--- config.mk ---
export PLATFORM = sky130hd
export DESIGN_NAME = seq_alu
export DESIGN_NICKNAME = d
export VERILOG_FILES = /design/src/rtl/alu_pkg.sv /design/src/rtl/seq_alu_mul.sv /design/src/rtl/seq_alu.sv
export SDC_FILE = /design/constraint.sdc
export NUM_CORES = 1
export LEC_CHECK = 0
export ABC_CLOCK_PERIOD_IN_PS = 10200
export BUFFER_PORTS_ARGS = -buffer_cell sky130_fd_sc_hd__buf_2
export CAP_MARGIN = 20
export CORE_AREA = 2 2 125 158
export CTS_CLUSTER_SIZE = 40
export DETAILED_ROUTE_END_ITERATION = 8
export DIE_AREA = 0 0 127 160
export GPL_TIMING_DRIVEN = 0
export PLACE_DENSITY_LB_ADDON = 0.25
export SYNTH_ARGS = -nofsm -noshare
export SYNTH_HDL_FRONTEND = slang
export SYNTH_SLANG_ARGS = --single-unit
--- constraint.sdc ---
create_clock -name clk -period 10.2 [get_ports clk]
set_input_delay 0 -clock clk [delete_from_list [all_inputs] [get_ports clk]]
set_output_delay 0 -clock clk [all_outputs]
set_load 0.05 [all_outputs]
--- src/rtl/alu_pkg.sv ---
// Shared types for the sequential ALU: operation codes, FSM states and the
// registered flag bundle.
package alu_pkg;

    typedef enum logic [2:0] {
        OP_ADD = 3'b000,
        OP_SUB = 3'b001,
        OP_AND = 3'b010,
        OP_MVN = 3'b011,
        OP_OR  = 3'b100,
        OP_XOR = 3'b101,
        OP_LSL = 3'b110,
        OP_MUL = 3'b111
    } alu_op_e;

    typedef enum logic {
        IDLE = 1'b0,
        MUL  = 1'b1
    } alu_state_e;

    typedef struct packed {
        logic z;
        logic n;
        logic v;
        logic c;
    } alu_flags_t;

endpackage

--- src/rtl/seq_alu_mul.sv ---
// Iterative unsigned shift-add multiplier: one partial-product step per cycle,
// WIDTH steps after a start pulse. done and product are valid in the last step cycle.
module seq_alu_mul
    import alu_pkg::*;
#(
    parameter int WIDTH = 16
) (
    input  logic                 clk,
    input  logic                 rst_n,
    input  logic                 start,
    input  logic [WIDTH-1:0]     a,
    input  logic [WIDTH-1:0]     b,
    output logic                 done,
    output logic [2*WIDTH-1:0]   product
);

    localparam int SHW = $clog2(WIDTH);
    localparam logic [SHW-1:0] LAST_STEP = SHW'(WIDTH - 1);

    logic                 run_q, run_d;
    logic [SHW-1:0]       cnt_q, cnt_d;
    logic [2*WIDTH-1:0]   mcand_q, mcand_d;
    logic [WIDTH-1:0]     mplier_q, mplier_d;
    logic [2*WIDTH-1:0]   acc_q, acc_d;
    logic [2*WIDTH-1:0]   acc_sum;

    always_comb begin
        // NOTE: every always_comb output gets a default first so no path leaves it unassigned (no latch).
        run_d    = run_q;
        cnt_d    = cnt_q;
        mcand_d  = mcand_q;
        mplier_d = mplier_q;
        acc_d    = acc_q;
        acc_sum  = acc_q + (mplier_q[0] ? mcand_q : '0);

        if (start) begin
            run_d    = 1'b1;
            cnt_d    = '0;
            mcand_d  = {{WIDTH{1'b0}}, a};
            mplier_d = b;
            acc_d    = '0;
        end else if (run_q) begin
            acc_d    = acc_sum;
            mcand_d  = mcand_q << 1;
            mplier_d = mplier_q >> 1;
            cnt_d    = cnt_q + SHW'(1);
            if (cnt_q == LAST_STEP) begin
                run_d = 1'b0;
            end
        end
    end

    // The final step's sum is handed out directly so the top can register it on the same edge.
    assign done    = run_q && (cnt_q == LAST_STEP);
    assign product = acc_sum;

    // NOTE: sequential state uses non-blocking assignments only, so every flop samples pre-edge values.
    always_ff @(posedge clk or negedge rst_n) begin
        if (!rst_n) begin
            run_q    <= 1'b0;
            cnt_q    <= '0;
            mcand_q  <= '0;
            mplier_q <= '0;
            acc_q    <= '0;
        end else begin
            run_q    <= run_d;
            cnt_q    <= cnt_d;
            mcand_q  <= mcand_d;
            mplier_q <= mplier_d;
            acc_q    <= acc_d;
        end
    end

endmodule

--- src/rtl/seq_alu.sv ---
// Registered ALU with valid/ready on both sides, registered Z/N/V/C flags and an
// optional iterative multiply that stalls the input for WIDTH cycles.
module seq_alu
    import alu_pkg::*;
#(
    parameter int WIDTH  = 16,
    parameter int MUL_EN = 1
) (
    input  logic             clk,
    input  logic             rst_n,
    input  logic             in_valid,
    output logic             in_ready,
    input  logic [2:0]       op,
    input  logic [WIDTH-1:0] a,
    input  logic [WIDTH-1:0] b,
    output logic             out_valid,
    input  logic             out_ready,
    output logic [WIDTH-1:0] result,
    output logic             z,
    output logic             n,
    output logic             v,
    output logic             c,
    output logic             busy
);

    localparam int SHW = $clog2(WIDTH);

    alu_state_e        state_q, state_d;
    logic              out_valid_q, out_valid_d;
    logic [WIDTH-1:0]  result_q, result_d;
    alu_flags_t        flags_q, flags_d;
    logic              rdy_en_q, rdy_en_d;

    alu_op_e           op_e;
    logic              accept;
    logic              mul_start;
    logic              mul_done;
    logic [2*WIDTH-1:0] mul_product;

    logic [WIDTH-1:0]  alu_res;
    alu_flags_t        alu_flags;
    logic [WIDTH:0]    add_w, sub_w;
    logic [2*WIDTH-1:0] shl_w;
    logic [SHW-1:0]    shamt;

    assign op_e     = alu_op_e'(op);
    // rdy_en_q keeps in_ready low until the first edge after reset release.
    assign in_ready = rdy_en_q && (state_q == IDLE) && (!out_valid_q || out_ready);
    assign accept   = in_valid && in_ready;

    always_comb begin
        alu_res   = '0;
        alu_flags = '0;
        add_w     = {1'b0, a} + {1'b0, b};
        sub_w     = {1'b0, a} + {1'b0, ~b} + (WIDTH+1)'(1);
        shamt     = b[SHW-1:0];
        shl_w     = {{WIDTH{1'b0}}, a} << shamt;

        case (op_e)
            OP_ADD: begin
                alu_res     = add_w[WIDTH-1:0];
                alu_flags.c = add_w[WIDTH];
                alu_flags.v = (a[WIDTH-1] == b[WIDTH-1]) && (alu_res[WIDTH-1] != a[WIDTH-1]);
            end
            OP_SUB: begin
                alu_res     = sub_w[WIDTH-1:0];
                alu_flags.c = sub_w[WIDTH];
                alu_flags.v = (a[WIDTH-1] != b[WIDTH-1]) && (alu_res[WIDTH-1] != a[WIDTH-1]);
            end
            OP_AND: alu_res = a & b;
            OP_MVN: alu_res = ~b;
            OP_OR:  alu_res = a | b;
            OP_XOR: alu_res = a ^ b;
            OP_LSL: begin
                // Bit WIDTH of the widened shift is the last bit pushed out; zero for amount 0.
                alu_res     = shl_w[WIDTH-1:0];
                alu_flags.c = shl_w[WIDTH];
            end
            // Only reached with the multiplier absent: MUL is illegal and flagged via v.
            OP_MUL: alu_flags.v = 1'b1;
            default: alu_res = '0;
        endcase

        alu_flags.z = (alu_res == '0);
        alu_flags.n = alu_res[WIDTH-1];
    end

    always_comb begin
        state_d     = state_q;
        out_valid_d = out_valid_q;
        result_d    = result_q;
        flags_d     = flags_q;
        rdy_en_d    = 1'b1;
        mul_start   = 1'b0;

        case (state_q)
            IDLE: begin
                if (accept) begin
                    if ((MUL_EN != 0) && (op_e == OP_MUL)) begin
                        mul_start   = 1'b1;
                        state_d     = MUL;
                        out_valid_d = 1'b0;
                    end else begin
                        result_d    = alu_res;
                        flags_d     = alu_flags;
                        out_valid_d = 1'b1;
                    end
                end else if (out_ready) begin
                    out_valid_d = 1'b0;
                end
            end
            MUL: begin
                if (mul_done) begin
                    result_d    = mul_product[WIDTH-1:0];
                    flags_d.z   = (mul_product[WIDTH-1:0] == '0);
                    flags_d.n   = mul_product[WIDTH-1];
                    flags_d.v   = |mul_product[2*WIDTH-1:WIDTH];
                    flags_d.c   = |mul_product[2*WIDTH-1:WIDTH];
                    out_valid_d = 1'b1;
                    state_d     = IDLE;
                end
            end
            default: state_d = IDLE;
        endcase
    end

    always_ff @(posedge clk or negedge rst_n) begin
        if (!rst_n) begin
            state_q     <= IDLE;
            out_valid_q <= 1'b0;
            result_q    <= '0;
            flags_q     <= '0;
            rdy_en_q    <= 1'b0;
        end else begin
            state_q     <= state_d;
            out_valid_q <= out_valid_d;
            result_q    <= result_d;
            flags_q     <= flags_d;
            rdy_en_q    <= rdy_en_d;
        end
    end

    generate
        if (MUL_EN != 0) begin : g_mul
            seq_alu_mul #(.WIDTH(WIDTH)) u_mul (
                .clk     (clk),
                .rst_n   (rst_n),
                .start   (mul_start),
                .a       (a),
                .b       (b),
                .done    (mul_done),
                .product (mul_product)
            );
        end else begin : g_no_mul
            assign mul_done    = 1'b0;
            assign mul_product = '0;
        end
    endgenerate

    assign out_valid = out_valid_q;
    assign result    = result_q;
    assign z         = flags_q.z;
    assign n         = flags_q.n;
    assign v         = flags_q.v;
    assign c         = flags_q.c;
    assign busy      = (state_q == MUL);

`ifndef SYNTHESIS
    a_no_x_inputs : assert property (@(posedge clk) disable iff (!rst_n)
        in_valid |-> !$isunknown({op, a, b}));
`endif

endmodule
Yosys cells after proc, flatten, opt, wreduce, memory -nomap -nowiden. Cells that the tools add are included.

Register bits: 108. Bits of input ports: 39. Output and inout bits: 23. Logic and storage cells: 88.

Add/subtract/negate cells: 5. Equality and inequality tests: 16. Shift operators: 1. Muxes and demuxes: 33. Bitwise operators: 5. Reductions and logical operators: 15.

Operators by type and width (count): 32-bit 2-to-1 mux (5); 16-bit one-hot mux with 7 select lines (1); 16-bit 2-to-1 mux (5); 16-bit by 16-bit adder with 17-bit output (2); 32-bit adder (1); 16-bit zero test (2); 16-bit one-hot mux with 2 select lines (1); 4-bit 2-to-1 mux (5); 17-bit by 1-bit adder with 17-bit output, second input constant (1); 16-bit by 4-bit << shifter with 17-bit output (1); 16-bit bitwise AND (1); 16-bit inverter (1); 16-bit OR (1); 16-bit OR reduction (1); 16-bit XOR (1); 3-bit == test, second input constant (4); 1-bit 2-to-1 mux (11); 4-bit one-hot mux with 2 select lines (1); 3-bit by 2-bit == test with 1-bit output, second input constant (2); 1-bit logical AND (6); 1-bit one-hot mux with 2 select lines (3); 4-bit by 1-bit adder with 4-bit output, second input constant (1); 4-bit == test, second input constant (1); 2-bit inequality test, second input constant (2); other kinds (13) (15).

Longest topological paths before layout. Gate-level depths: netlist of the first run.

Word-level depth: 9. Mapped depth: 13.

Modules after synthesis. A second synthesis of the first run with hierarchy kept.

Cell total of the unflattened synthesis: 1233. Area, all modules: 10238.6 um^2.

Modules (own cells, without submodules): seq_alu_mul (instances 1, cells each 616, area each 5721.7 um^2); seq_alu (instances 1, cells each 617, area each 4516.8 um^2).

Worst setup path after synthesis of the first run. No wires, ideal clock.

Kind: register -> register. From: register g_mul.u_mul.mplier_q[0]. To: register flags_q (netlist bit z). Library setup time: 0.065 ns. Data arrival time: 3.327 ns. Slack: 6.807 ns. Cell stages (with the launch flop): 14. Cells stage by stage: dfrtp_1 > clkbuf_1 > and2_1 > ha_1 > fa_1 > a211oi_1 > o21ai_1 > a2111oi_2 > a211oi_1 > xnor2_1 > nand4bb_1 > or4_1 > o31ai_1 > a31o_1.

Longest elaborated chain between the ends: 5.

RTL lines: start, declared (RTL line seq_alu_mul.sv:23) `logic [WIDTH-1:0] mplier_q, mplier_d;`; start signal, assigned (RTL line seq_alu_mul.sv:69) `mplier_q <= mplier_d;`; 32-bit 2-to-1 mux (RTL line seq_alu_mul.sv:34) `acc_sum = acc_q + (mplier_q[0] ? mcand_q : '0);`; 32-bit adder (RTL line seq_alu_mul.sv:34); 16-bit zero test (RTL line seq_alu.sv:115) `flags_d.z = (mul_product[WIDTH-1:0] == '0);`; 4-bit 2-to-1 mux (RTL line seq_alu.sv:113) `if (mul_done) begin`; 4-bit one-hot mux with 2 select lines (RTL line seq_alu.sv:96) `case (state_q)`; end signal, assigned (RTL line seq_alu.sv:138) `flags_q <= flags_d;`; end, declared (RTL line seq_alu.sv:31) `alu_flags_t flags_q, flags_d;`.

No other way between the ends. The select of a mux whose other input is x is not followed. A chain may end at the register's enable or synchronous reset.

Worst setup path after layout of the first run.
From: register g_mul.u_mul.mplier_q[0]. To: register flags_q (netlist bit v).

Longest elaborated chain between the ends: 5.

RTL lines: 32-bit 2-to-1 mux (RTL line seq_alu_mul.sv:34); 32-bit adder (RTL line seq_alu_mul.sv:34); 16-bit OR reduction (RTL line seq_alu.sv:117) `flags_d.v = |mul_product[2*WIDTH-1:WIDTH];`; 4-bit 2-to-1 mux (RTL line seq_alu.sv:113); 4-bit one-hot mux with 2 select lines (RTL line seq_alu.sv:96).

No other way between the ends. The select of a mux whose other input is x is not followed.

==> out/metrics.cfg, run 1 <==
[worst_hold_path]
hold_depth=3
hold_path.class=input port to flop
min_to=g_mul.u_mul.mcand_q[11]
hp-start=a[11]

[place]
gp_congestion=1.028
io_buffers=59
dp.final_hpwl_microns=25500
place_area_sq_um=10840

[cells_and_area]
drive_above_1_share_pct=10.03
diodes=0
areaGrowthSynthToFinish_pct=11.21
nets=1447
fin_area_sq_um=11370

[flow_run]
max-cap-violations=0

[clock_tree]
path_clk_slew_ns=0.08
clk_latency_ns=0.36
cts_setup_buffers=0
cts_tree=done
cts-buffers-inserted=9
clockBufferDepth=2
root_buffer=clkbuf_16
clkSinkCount=107
cts_max_level=3

[yosys]
syn_area_sq_um=10220
mappedNetlistNets=1354
synth-edff-count=0
synth-seq-cells=107
ys_async_sr_fraction_pct=100.0
synth_top_cell_by_area=dfrtp_1
synthFlopType=dfrtp_1
syn_inst=1228
synth_top_cells_by_area=dfrtp_1, ha_1, mux2i_1
yosysSeqAreaShare_pct=26.20
synth_cell_types=88
synthTopCellsByCount=nor2_1, nand2_1, dfrtp_1, mux2i_1, o21ai_0
yosysWarnings=0
synth_top_cell_area_share_pct=26.20
postSynthAreaPerCell_sq_um=8.323
synth_most_common_cell=nor2_1

[floorplan]
die_y_microns=160
start_util_pct=53.88
num_rows=57
die_w_microns=127
core_sq_um=18970
io_pins=62
dieArea_sq_um=20320

[worst_setup_path]
crit_fanout=10
rr_endpoint=v
cp-start-kind=flop
end_kind=flop
r2r-start=g_mul.u_mul.mplier_q[0]
crit_type=flop to flop
reg2regPathDepth=13
worst_ep_required_time_ns=10.41
crit_arrival_ns=4.38
reg2reg_slack_ns=6.04

[pwr]
power_frac_clock_pct=35.1
leakage_nw=4.361
power_density_nw_per_um2=87.68
p_total_w=0.0009966
switching_power_w=0.0003137
sw_frac_of_total_pct=31.48
vdd_drop_max_v=0.00008195
p_int_w=0.0006829
p_seq_share_pct=42.5
p_comb_share_pct=22.3

[timing]
setup_viol_count_final=0
fmax_mhz=240.2
period_minus_slack_ns=4.164
finalHoldViolations=0
slew_headroom_pct=40.47
hold_slack_ns=0.01563
drv_slew=0
tns_ns=0
rsz0062_at_grt=no
finClkSkew_ns=0.01840
worstMarginPinSlew_ns=0.8929
period_share_pct=40.82

[routing]
drtIter0Drc=840
routed_wl_microns=31870
vias=9891
drt-pass1-iter-count=5
route.detailed.drc=0
drt-wirelength-per-cell_microns=20.41
via_per_inst=6.332
antenna_left=0

[grt]
use_met3_pct=3.585
grt_pass1_wl_microns=51320
grt-ovfl-total=0
antenna_found_initial=0
grt_use_met1_pct=38.58
grt_use_total_pct=31.58
use_met2_pct=55.25
gr-max-usage-layer=met2
grt_max_degree=74
grt_pass1_vias=9764

[run_status]
status=complete, no violations

==> power groups by stage <==
stage / sequential, W / combinational [W] / clock, W
floorplan: 0.000433 / 0.000135 / 0
global placement: 0.000433 / 0.000206 / 0
detailed placement: 0.000433 / 0.000209 / 0
CTS: 0.000424 / 0.000217 / 0.000354
global route: 0.000424 / 0.000241 / 0.000371
finish: 0.000424 / 0.000223 / 0.000350
==> cell usage in the layout, fill, tap and decap left out, types with 15 or more instances in the layout <==
| cell | instances |
|---|---|
| nor2_1 | 139 |
| nand2_1 | 110 |
| dfrtp_1 | 107 |
| mux2i_1 | 90 |
| o21ai_0 | 89 |
| ha_1 | 84 |
| a21oi_1 | 71 |
| buf_2 | 62 |
| inv_1 | 61 |
| clkbuf_1 | 57 |
| and2_1 | 35 |
| dlygate4sd3_1 | 22 |
| xnor2_1 | 19 |
| nor3_1 | 18 |
| a21o_1 | 17 |
| nand3_1 | 16 |
| xor2_1 | 15 |
| nand2b_1 | 15 |
==> cell families (layout without fill, tap and decap cells) <==
logic type / after synthesis / in the layout / share of synthesized area [%]
flops: 107 / 107 / 26.20
buf+inv: 136 / 234 / 5.301
compound gates: 347 / 347 / 23.09
mux: 113 / 113 / 12.78
xor+xnor: 34 / 34 / 2.913
fa+ha+maj: 87 / 87 / 10.87
other cells: 1 / 1 / 0.03669
simple gates: 403 / 403 / 18.82
==> layout make-up <==
type                       count  area [sq um]
inverter                      63         236.5
buffer                        73         305.3
sequential                   107          2678
tap                          236         295.3
clock buffer                   9         225.2
clock inverter                 7         80.08
fill                        1757          7604
multi-input combinational    985          7002
timing repair buffer          82         545.5
==> layer usage <==
layer,vias to the layer above,wire length (microns)
li1,4668,-
met1,4714,12980
met2,398,15930
met3,111,1539
met4,0,1428
met5,-,0
==> worst max-delay path, cell delays in order (launching register included) <==
cell and delay (ns):
dfrtp_1 0.51, clkbuf_1 0.24, and2_1 0.20, ha_1 0.24
fa_1 0.46, a211oi_1 0.29, o21ai_1 0.22, a2111oi_2 0.50
o21ai_0 0.33, a21oi_1 0.26, xor2_1 0.24, nand2_1 0.13
o311ai_1 0.26, o211ai_1 0.13
==> stage by stage <==
stage	util [%]	cells	setup slack, ns
detailed placement	57.15	1524	6.122
CTS	59.92	1562	6.105
floorplan	-	1228	6.807
finish	59.92	1562	6.036
global placement	56.99	1523	6.169
global route	59.92	1562	5.817
==> worst max path at each step <==
| stage | to | slack, ns | startpoint | depth (start not counted) |
|---|---|---|---|---|
| floorplan | z | 6.81 | g_mul.u_mul.mplier_q[0] | 13 |
| global placement | z | 6.17 | g_mul.u_mul.mplier_q[0] | 13 |
| detailed placement | result[10] | 6.12 | b[2] | 14 |
| CTS | v | 6.10 | g_mul.u_mul.mplier_q[0] | 13 |
| global route | z | 5.82 | g_mul.u_mul.mplier_q[0] | 13 |
| finish | v | 6.04 | g_mul.u_mul.mplier_q[0] | 13 |
==> state kept, by name (all words and copies together) (netlist names), 4 cells and up <==
register              flops
g_mul.u_mul.cnt_q         4
result                   16
g_mul.u_mul.acc_q        32
g_mul.u_mul.mplier_q     16
g_mul.u_mul.mcand_q      32
==> repair_timing <==
action                                 CTS  global route
hold buffers                            22             0
endpoints found under the hold margin   55             0
resized for setup                        0             0
Power figures use the tool's default switching activity.
==> run 2: changes to the inputs <==
ABC_CLOCK_PERIOD_IN_PS = 4100   (was 10200)
clock period = 4.1 ns   (was 10.2 ns; I/O delays follow)
==> out/metrics.cfg, run 2 (synthesis gave the netlist of run 1 again) <==
[routing]
routed_wl_microns=32110  ; was 31870 microns
antenna_left=0  ; unchanged
drtIter0Drc=811  ; was 840
via_per_inst=6.322  ; was 6.332
route.detailed.drc=0  ; unchanged
drt-pass1-iter-count=6  ; was 5
vias=9882  ; was 9891
drt-wirelength-per-cell_microns=20.55  ; was 20.41 microns

[cells_and_area]
multiInputGateArea_sq_um=7034  ; was 7002 sq um
areaGrowthSynthToFinish_pct=11.62  ; was 11.21%
fin_cells=1563  ; was 1562
drive_above_1_share_pct=10.47  ; was 10.03%
diodes=0  ; unchanged
nets=1448  ; was 1447
fill_cells=1754  ; was 1757
layout_common_cells=nor2_1, nand2_1, dfrtp_1  ; unchanged
mostFrequentLayoutCell=nor2_1  ; unchanged
register_area_sq_um=2679  ; was 2678 sq um
reg_top3=g_mul.u_mul.acc_q x32, g_mul.u_mul.mcand_q x32  ; unchanged

[place]
dp.final_hpwl_microns=25500  ; unchanged
gp_congestion=1.028  ; unchanged
dp.cells=1524  ; unchanged
io_buffers=59  ; unchanged

[clock_tree]
clkSinkCount=107  ; unchanged
clk_latency_ns=0.36  ; about the same
root_buffer=clkbuf_16  ; unchanged
cts-buffers-inserted=9  ; unchanged
path_clk_slew_ns=0.08  ; about the same
cts_max_level=3  ; unchanged
clockBufferDepth=2  ; unchanged
cts_tree=done  ; unchanged

[worst_setup_path]
crit_fanout=10  ; unchanged
crit_type=flop to flop  ; unchanged
crit_start=g_mul.u_mul.mplier_q[0]  ; unchanged
end_kind=flop  ; unchanged
cp-start-kind=flop  ; unchanged
worst_ep_required_time_ns=4.39  ; was 10.41 ns
r2r-start=g_mul.u_mul.mplier_q[0]  ; unchanged
crit_arrival_ns=4.22  ; was 4.38 ns
reg2regPathDepth=13  ; unchanged
reg2reg_slack_ns=0.17  ; was 6.04 ns

[floorplan]
dieArea_sq_um=20320  ; unchanged
start_util_pct=53.88  ; unchanged
num_rows=57  ; unchanged
die_y_microns=160  ; unchanged
io_pins=62  ; unchanged
core_sq_um=18970  ; unchanged
die_w_microns=127  ; unchanged

[run_status]
status=complete, no violations  ; unchanged

[timing]
period_minus_slack_ns=3.929  ; was 4.164 ns
tns_ns=0  ; unchanged
finalHoldViolations=0  ; unchanged
slew_headroom_pct=40.18  ; was 40.47%
period_share_pct=95.83  ; was 40.82%
drv_slew=0  ; unchanged
finClkSkew_ns=0.01709  ; was 0.01840 ns
rsz0062_at_grt=no  ; unchanged
fmax_mhz=254.5  ; was 240.2 MHz
worstMarginPinSlew_ns=0.8973  ; was 0.8929 ns
setup_viol_count_final=0  ; unchanged

[pwr]
power_density_nw_per_um2=217.7  ; was 87.68 nW/um^2
leakage_nw=4.366  ; was 4.361 nW
vdd_drop_max_v=0.0002031  ; was 0.00008195 V

[grt]
grt-ovfl-total=0  ; unchanged
grt_pass1_vias=9764  ; unchanged
grt_max_degree=74  ; unchanged
grt_pass1_wl_microns=51320  ; unchanged
antenna_found_initial=0  ; unchanged
grt_use_total_pct=31.58  ; unchanged

[worst_hold_path]
hold_path.class=input port to flop  ; unchanged
hp-start=a[6]  ; was a[11]
hold_depth=3  ; unchanged

[flow_run]
max-cap-violations=0  ; unchanged

run 2: path summary, 6_finish.rpt:
| kind | end |
|---|---|
| worst max-delay path | z |
| worst min-delay path | g_mul.u_mul.mcand_q[6] |
| worst max register to register | z |
| worst min register to register | result[2] |
| max in group asynchronous | g_mul.u_mul.mplier_q[0] |
| min in group asynchronous | result[7] |
run 2: power by group:
part	internal (W)	switching, W	total, W
Sequential	0.00105	0.000000247	0.00105
Combinational	0.000208	0.000347	0.000555
Clock	0.000436	0.000438	0.000874
Total	0.00170	0.000785	0.00248
run 2: per-stage QoR:
step	cell area [sq um]	util, %	power (W)	setup WS [ns]	hold WS (ns)
4_1_cts	11370	59.92	0.002475	0.004690	0.002415
6_report	11410	60.14	0.002484	0.1709	0.01442
5_1_grt	11410	60.14	0.002576	0.02023	0.02693
3_5_place_dp	10840	57.15	0.001596	0.02163	-0.01075
3_3_place_gp	10810	56.99	0.001589	0.06949	0.2844
2_1_floorplan	10220	-	0.001412	0.7072	-0.2956
run 2: layout make-up:
| cell class | instances | area share [%] |
|---|---|---|
| multi-input combinational | 985 | 61.66 |
| sequential | 107 | 23.48 |
| timing repair buffer | 83 | 4.848 |
| buffer | 73 | 2.676 |
| tap | 236 | 2.588 |
| inverter | 63 | 2.073 |
| clock buffer | 9 | 1.974 |
| clock inverter | 7 | 0.7019 |
run 2: timing repair:
action	4_1_cts	5_1_grt
hold buffers	22	0
hold endpoints to repair	55	0
resized for setup	0	7
buffers inserted	0	1
endpoints found under the setup margin	0	3
run 2: layer usage:
metal	GRT usage, %	part of all wire (%)
met4	15.08	4.6
met3	3.585	4.9
met1	38.58	40
met2	55.25	50
met5	0	0
run 2: worst max-delay path, cell delays in order, from the launching register on:
cell,delay [ns]
dfrtp_2,0.49
clkbuf_1,0.21
and2_1,0.20
ha_1,0.24
fa_1,0.48
a211oi_2,0.28
o21ai_2,0.17
a2111oi_4,0.37
a211oi_1,0.11
xnor2_1,0.36
nand4bb_1,0.15
or4_1,0.43
o31ai_1,0.24
a31o_1,0.13
